File: config.mk
export PLATFORM = sky130hd
export DESIGN_NAME = pipeline_stage_ctrl
export DESIGN_NICKNAME = d
export VERILOG_FILES = /design/src/rtl/pipeline_stage_ctrl_pkg.sv /design/src/rtl/pipeline_stage_ctrl_pipe_reg.sv /design/src/rtl/pipeline_stage_ctrl.sv
export SDC_FILE = /design/constraint.sdc
export NUM_CORES = 1
export LEC_CHECK = 0
export ABC_AREA = 1
export CAP_MARGIN = 40
export CORE_MARGIN = 5
export CORE_UTILIZATION = 30
export DETAILED_ROUTE_END_ITERATION = 16
export SYNTH_ARGS = -nofsm -noshare
export SYNTH_HDL_FRONTEND = slang
export SYNTH_SLANG_ARGS = --single-unit
File: constraint.sdc
create_clock -name clk -period 11.3 [get_ports clk]
set_clock_uncertainty 0.2 [all_clocks]
set_input_delay 1.13 -clock clk [delete_from_list [all_inputs] [get_ports clk]]
set_output_delay 1.13 -clock clk [all_outputs]
set_load 0.02 [all_outputs]
File: src/rtl/pipeline_stage_ctrl_pkg.sv
// Shared types and constants for the pipeline stage controller.
package pipeline_stage_ctrl_pkg;

  localparam int unsigned XLEN = 32;

  localparam logic [XLEN-1:0] DEFAULT_RESET_PC = 32'h0000_0000;
  localparam logic [XLEN-1:0] NOP_INST         = 32'h0000_0013;
  localparam logic [XLEN-1:0] PC_STEP          = 32'h0000_0004;

  // Payload carried by the ID/EX, EX/MEM and MEM/WB registers
  typedef struct packed {
    logic            valid;
    logic [XLEN-1:0] pc;
  } stage_t;

  // Payload carried by the IF/ID register
  typedef struct packed {
    logic            valid;
    logic [XLEN-1:0] inst;
    logic [XLEN-1:0] pc;
  } fetch_t;

  localparam int unsigned STAGE_W = $bits(stage_t);
  localparam int unsigned FETCH_W = $bits(fetch_t);

  // IF/ID reset value: empty slot presenting a NOP to decode
  localparam fetch_t IF_ID_RST = '{valid: 1'b0, inst: NOP_INST, pc: '0};

endpackage

File: src/rtl/pipeline_stage_ctrl_pipe_reg.sv
// Pipeline register with hold, bubble (clear) and asynchronous reset.
module pipeline_stage_ctrl_pipe_reg #(
  parameter int unsigned   W       = 1,
  parameter logic [W-1:0]  RST_VAL = '0
) (
  input  logic         clk,
  input  logic         rst,
  input  logic         hold,
  input  logic         bubble,
  input  logic [W-1:0] d,
  output logic [W-1:0] q
);

  // Hold beats bubble; a bubble clears the whole entry
  always_ff @(posedge clk or posedge rst) begin
    if (rst) begin
      q <= RST_VAL;
    end else if (!hold) begin
      q <= bubble ? W'(0) : d;
    end
  end

endmodule

File: src/rtl/pipeline_stage_ctrl.sv
// PC and stage-register control: hold, bubble insertion, redirect and
// performance counters driven by the hazard unit's stop/redirect outputs.
module pipeline_stage_ctrl
  import pipeline_stage_ctrl_pkg::*;
#(
  parameter logic [31:0] RESET_PC = DEFAULT_RESET_PC,
  parameter int unsigned CNT_W    = 32
) (
  input  logic             clk,
  input  logic             rst,
  input  logic [31:0]      if_inst,
  input  logic             if_id_stop,
  input  logic             id_ex_stop,
  input  logic             ex_mem_stop,
  input  logic             mem_wb_stop,
  input  logic             update_pc,
  input  logic [31:0]      redirect_pc,
  output logic [31:0]      pc,
  output logic [31:0]      id_inst,
  output logic [31:0]      id_pc,
  output logic [31:0]      ex_pc,
  output logic [31:0]      mem_pc,
  output logic [31:0]      wb_pc,
  output logic             id_valid,
  output logic             ex_valid,
  output logic             mem_valid,
  output logic             wb_valid,
  output logic [CNT_W-1:0] stall_cnt,
  output logic [CNT_W-1:0] bubble_cnt,
  output logic [CNT_W-1:0] retire_cnt
);

  fetch_t if_id_d, if_id_q;
  stage_t id_ex_d, id_ex_q, ex_mem_q, mem_wb_q;
  logic   id_issued;

  // Stage inputs: IF/ID always captures the fetch; ID/EX drops an already-issued entry
  always_comb begin
    if_id_d       = '{valid: 1'b1, inst: if_inst, pc: pc};
    id_ex_d       = '{valid: if_id_q.valid & ~id_issued, pc: if_id_q.pc};
  end

  // Fetch address: redirect has priority over the IF/ID stop
  always_ff @(posedge clk or posedge rst) begin
    if (rst) begin
      pc <= RESET_PC;
    end else if (update_pc) begin
      pc <= redirect_pc;
    end else if (!if_id_stop) begin
      pc <= pc + PC_STEP;
    end
  end

  // Marks a held ID entry that has already been passed into EX
  always_ff @(posedge clk or posedge rst) begin
    if (rst) begin
      id_issued <= 1'b0;
    end else if (!if_id_stop) begin
      id_issued <= 1'b0;
    end else if (!id_ex_stop) begin
      id_issued <= 1'b1;
    end
  end

  pipeline_stage_ctrl_pipe_reg #(.W(FETCH_W), .RST_VAL(IF_ID_RST)) u_if_id (
    .clk(clk), .rst(rst), .hold(if_id_stop), .bubble(1'b0),
    .d(if_id_d), .q(if_id_q)
  );

  pipeline_stage_ctrl_pipe_reg #(.W(STAGE_W)) u_id_ex (
    .clk(clk), .rst(rst), .hold(id_ex_stop), .bubble(1'b0),
    .d(id_ex_d), .q(id_ex_q)
  );

  pipeline_stage_ctrl_pipe_reg #(.W(STAGE_W)) u_ex_mem (
    .clk(clk), .rst(rst), .hold(ex_mem_stop), .bubble(id_ex_stop),
    .d(id_ex_q), .q(ex_mem_q)
  );

  pipeline_stage_ctrl_pipe_reg #(.W(STAGE_W)) u_mem_wb (
    .clk(clk), .rst(rst), .hold(mem_wb_stop), .bubble(ex_mem_stop),
    .d(ex_mem_q), .q(mem_wb_q)
  );

  // Performance counters, free-running with natural wrap
  always_ff @(posedge clk or posedge rst) begin
    if (rst) begin
      stall_cnt  <= '0;
      bubble_cnt <= '0;
      retire_cnt <= '0;
    end else begin
      if (if_id_stop) stall_cnt <= stall_cnt + CNT_W'(1);
      if (!id_ex_stop && !id_ex_d.valid) bubble_cnt <= bubble_cnt + CNT_W'(1);
      if (mem_wb_q.valid) retire_cnt <= retire_cnt + CNT_W'(1);
    end
  end

  assign id_inst   = if_id_q.inst;
  assign id_pc     = if_id_q.pc;
  assign id_valid  = if_id_q.valid;
  assign ex_pc     = id_ex_q.pc;
  assign ex_valid  = id_ex_q.valid;
  assign mem_pc    = ex_mem_q.pc;
  assign mem_valid = ex_mem_q.valid;
  assign wb_pc     = mem_wb_q.pc;
  assign wb_valid  = mem_wb_q.valid;

endmodule

==> impl_metrics.py <==
metrics = {
    "timing": {
        "setup_viol": 0,
        "rsz0062_at_grt": "false",
        "report.final.slew_viol_count": 0,
        "fin_crit_ns": 3.44,
        "worst_pin_slew_ns": 0.938,
        "fmax_mhz": 291,
        "finalWorstSetupSlack_ns": 7.86,
        "timing.final.crit_share_pct": 30.4,
        "max_slew_margin_pct": 37.5,
        "hold_viol": 0,
        "finalSetupTns_ns": 0,
    },
    "detailed_routing": {
        "drtIter0Drc": 784,
        "drtPass1Iterations": 5,
        "vias_per_cell": 4.52,
        "via_count": 12200,
        "wl_mm": 44.6,
        "wl_per_cell_um": 16.6,
        "drtAntennaViolNets": 0,
        "drc": 0,
    },
    "power": {
        "switching_power_w": 0.000894,
        "p_per_area_nw_per_um2": 154,
        "p_sw_share_pct": 30.4,
        "p_leak_nw": 8.79,
        "internal_power_w": 0.00205,
        "clock_power_share_pct": 37.2,
        "peakVddDrop_mv": 0.0968,
        "p_comb_share_pct": 20.0,
        "seqPwrFrac_pct": 42.8,
        "finalPower_w": 0.00294,
    },
    "synthesis": {
        "yosysSeqAreaShare_pct": 52.8,
        "synth_warnings": 0,
        "synth_cells": 1743,
        "yosysTopAreaCell": "dfrtp_1",
        "synth_area_leaders": "dfrtp_1 52%, nand2_1 18%, inv_1 4.8%",
        "netlist_area_um2": 13900,
        "synth_area_per_cell_um2": 7.96,
        "synth_top_area_share_pct": 52.3,
        "synth_cell_types": 32,
        "synth_fp_nets": 1818,
        "synth_seq_cells": 293,
    },
    "floorplanning": {
        "ios": 363,
        "die_area_um2": 50700,
        "core.rowCount": 78,
        "start_util_pct": 30.5,
        "fp.dieW_um": 225,
        "die_h_um": 225,
        "core_um2": 45600,
    },
    "finish": {
        "final_layout_size_suffix_gt1_share_pct": 4.59,
        "postLayoutCoreUtil_pct": 41.8,
        "fin_cells": 2693,
        "syn_to_final_growth_pct": 37.3,
        "nets": 2146,
        "ff_latch_area_um2": 7340,
        "antenna_cells": 0,
        "nFillCells": 4572,
        "multi_input_area_um2": 5420,
    },
    "critical_path": {
        "worst-r2r-setup-slack_ns": 9.35,
        "cp_max_fo": 61,
        "r2r.worst_path.cells": 8,
        "worstPathRequired_ns": 11.52,
        "crit_end": "u_ex_mem.q[23]",
        "r2r_start": "pc[3]",
        "worst_setup_path_end_kind": "flip-flop",
        "timing.rr.end": "pc[16]",
        "cp-startpoint": "id_ex_stop",
        "critical_path_class": "in2reg",
        "cp.arrival_ns": 3.66,
        "critPathLaunchType": "primary input",
    },
    "clocking": {
        "cts_tree": "done",
        "root_buffer": "clkbuf_16",
        "numCtsBuffers": 36,
        "clk-insertion-delay-late_ns": 0.53,
        "ctsHtreeMaxLevel": 2,
        "clockBufferDepth": 3,
        "post_cts_hold_buffer_count": 0,
        "post_cts_buffers": 0,
        "clk_pin_slew_ns": 0.05,
        "cts_sinks": 293,
        "cts_resized": 0,
    },
    "place": {
        "dpl_worst_slack_ns": 7.26,
        "dp_cells": 2633,
        "place_hpwl_mm": 33.5,
        "globalplace.congestion": 0.889,
        "numPortBuffers": 362,
    },
    "grt": {
        "grt_max_degree": 163,
        "grt-ovfl-total": 0,
        "grt_pass1_wl_mm": 69.8,
        "antenna_found_initial": 1,
        "grt.total_usage_pct": 17.2,
        "grt_pass1_vias": 12300,
    },
    "run": {
        "cap_violations": 0,
    },
    "min_path": {
        "hold_path_class": "reg2reg",
    },
    "run_status": {
        "status": "finished clean",
    },
}
-- layout by cell type (no fill, tap or decap), types with 3 or more instances in the layout --
master           count
buf_16               3
clkinv_2             3
dfstp_2              3
clkdlybuf4s50_1    361
xnor2_1             32
clkbuf_1            14
dfrtp_1            290
clkbuf_8             4
xor2_1              42
ha_1                 4
nand2_2              5
nor2_1             147
o21ai_0            119
nand3_1            107
nor2_4               9
buf_4                6
nand4_1             18
nand2_1            650
inv_1              175
nor3_1              13
nand3b_1             7
clkbuf_16           37
nor2_2              15
a21oi_1             11
-- how the worst min path moves through the flow --
stage,from,depth (start not counted),to,slack (ns)
floorplan,u_if_id.q[8],2,u_if_id.q[8],0.27
finish,u_if_id.q[32],2,u_if_id.q[32],0.27
global placement,u_if_id.q[36],2,u_if_id.q[36],0.26
detailed placement,u_if_id.q[32],2,u_if_id.q[32],0.26
CTS,u_if_id.q[32],2,u_if_id.q[32],0.27
global route,u_if_id.q[32],2,u_if_id.q[32],0.29
-- flip-flops by register name (all words and copies together), names as in the netlist --
name / cells
retire_cnt: 32
u_mem_wb.q: 33
u_ex_mem.q: 33
id_issued: 1
u_if_id.q: 65
pc: 32
u_id_ex.q: 33
stall_cnt: 32
bubble_cnt: 32
-- power groups by stage --
stage                     sequential (W)  combinational (W)  clock, W
final                            0.00126           0.000587   0.00110
after global routing             0.00127           0.000634   0.00118
after CTS                        0.00126           0.000597   0.00113
after detailed placement         0.00128           0.000595         0
after global placement           0.00128           0.000585         0
after floorplan                  0.00135           0.000210         0
-- kinds of logic (layout without fill, tap and decap cells) --
family / count (synthesis) / count (layout) / share of synthesized area (%)
fa+ha+maj: 4 / 4 / 0.361
xor+xnor: 74 / 74 / 4.67
compound gates: 135 / 135 / 4.99
flops: 293 / 293 / 52.8
simple gates: 976 / 976 / 29.0
buf+inv: 261 / 611 / 8.12
-- Yosys cell counts --
master / number
buf_4: 33
nor3_1: 13
nand2_4: 1
xor2_1: 42
a21oi_4: 1
o21ai_1: 2
nand2_1: 650
clkinv_1: 1
nor2_1: 147
ha_1: 4
nor2_2: 15
o21ai_2: 1
inv_2: 2
nand2_2: 5
nor4_1: 1
o21ai_0: 119
a21oi_1: 11
buf_1: 1
clkbuf_1: 29
and2_1: 1
buf_2: 19
nand3_1: 107
nor2_4: 9
dfstp_2: 3
xnor2_1: 32
nor3b_1: 1
o21bai_1: 1
dfrtp_1: 290
nand3b_1: 7
nand4_2: 1
inv_1: 176
nand4_1: 18
-- stage by stage --
| stage | area (um^2) | hold WS (ns) |
|---|---|---|
| after floorplan | 13900 | 0.273 |
| after global placement | 17900 | 0.257 |
| after detailed placement | 18000 | 0.262 |
| after CTS | 19100 | 0.269 |
| after global routing | 19100 | 0.286 |
| final | 19100 | 0.268 |
-- worst max-delay path, cell delays in order --
cell and delay, ns:
clkdlybuf4s50_1 0.66, inv_2 0.74, nand2_1 0.70, o21ai_0 0.40
-- final cells by class --
class                   count  share of cell area, %
flip-flops and latches    293                   38.5
well taps                 600                   3.94
clock buffers              55                   5.42
repair buffers            372                   19.8
clock inverters             5                  0.282
multi-input cells        1189                   28.4
inverters                 179                   3.57
-- layer usage --
metal	part of all wire, %	track usage (%)	routed length [um]	up-vias
li1	-	-	-	6029
met5	0	0	0	-
met3	7.3	4.47	3250	77
met4	3.1	5.95	1390	0
met1	43	22.6	19300	5708
met2	46	27.9	20700	351
(Power assumes the default switching activity.)
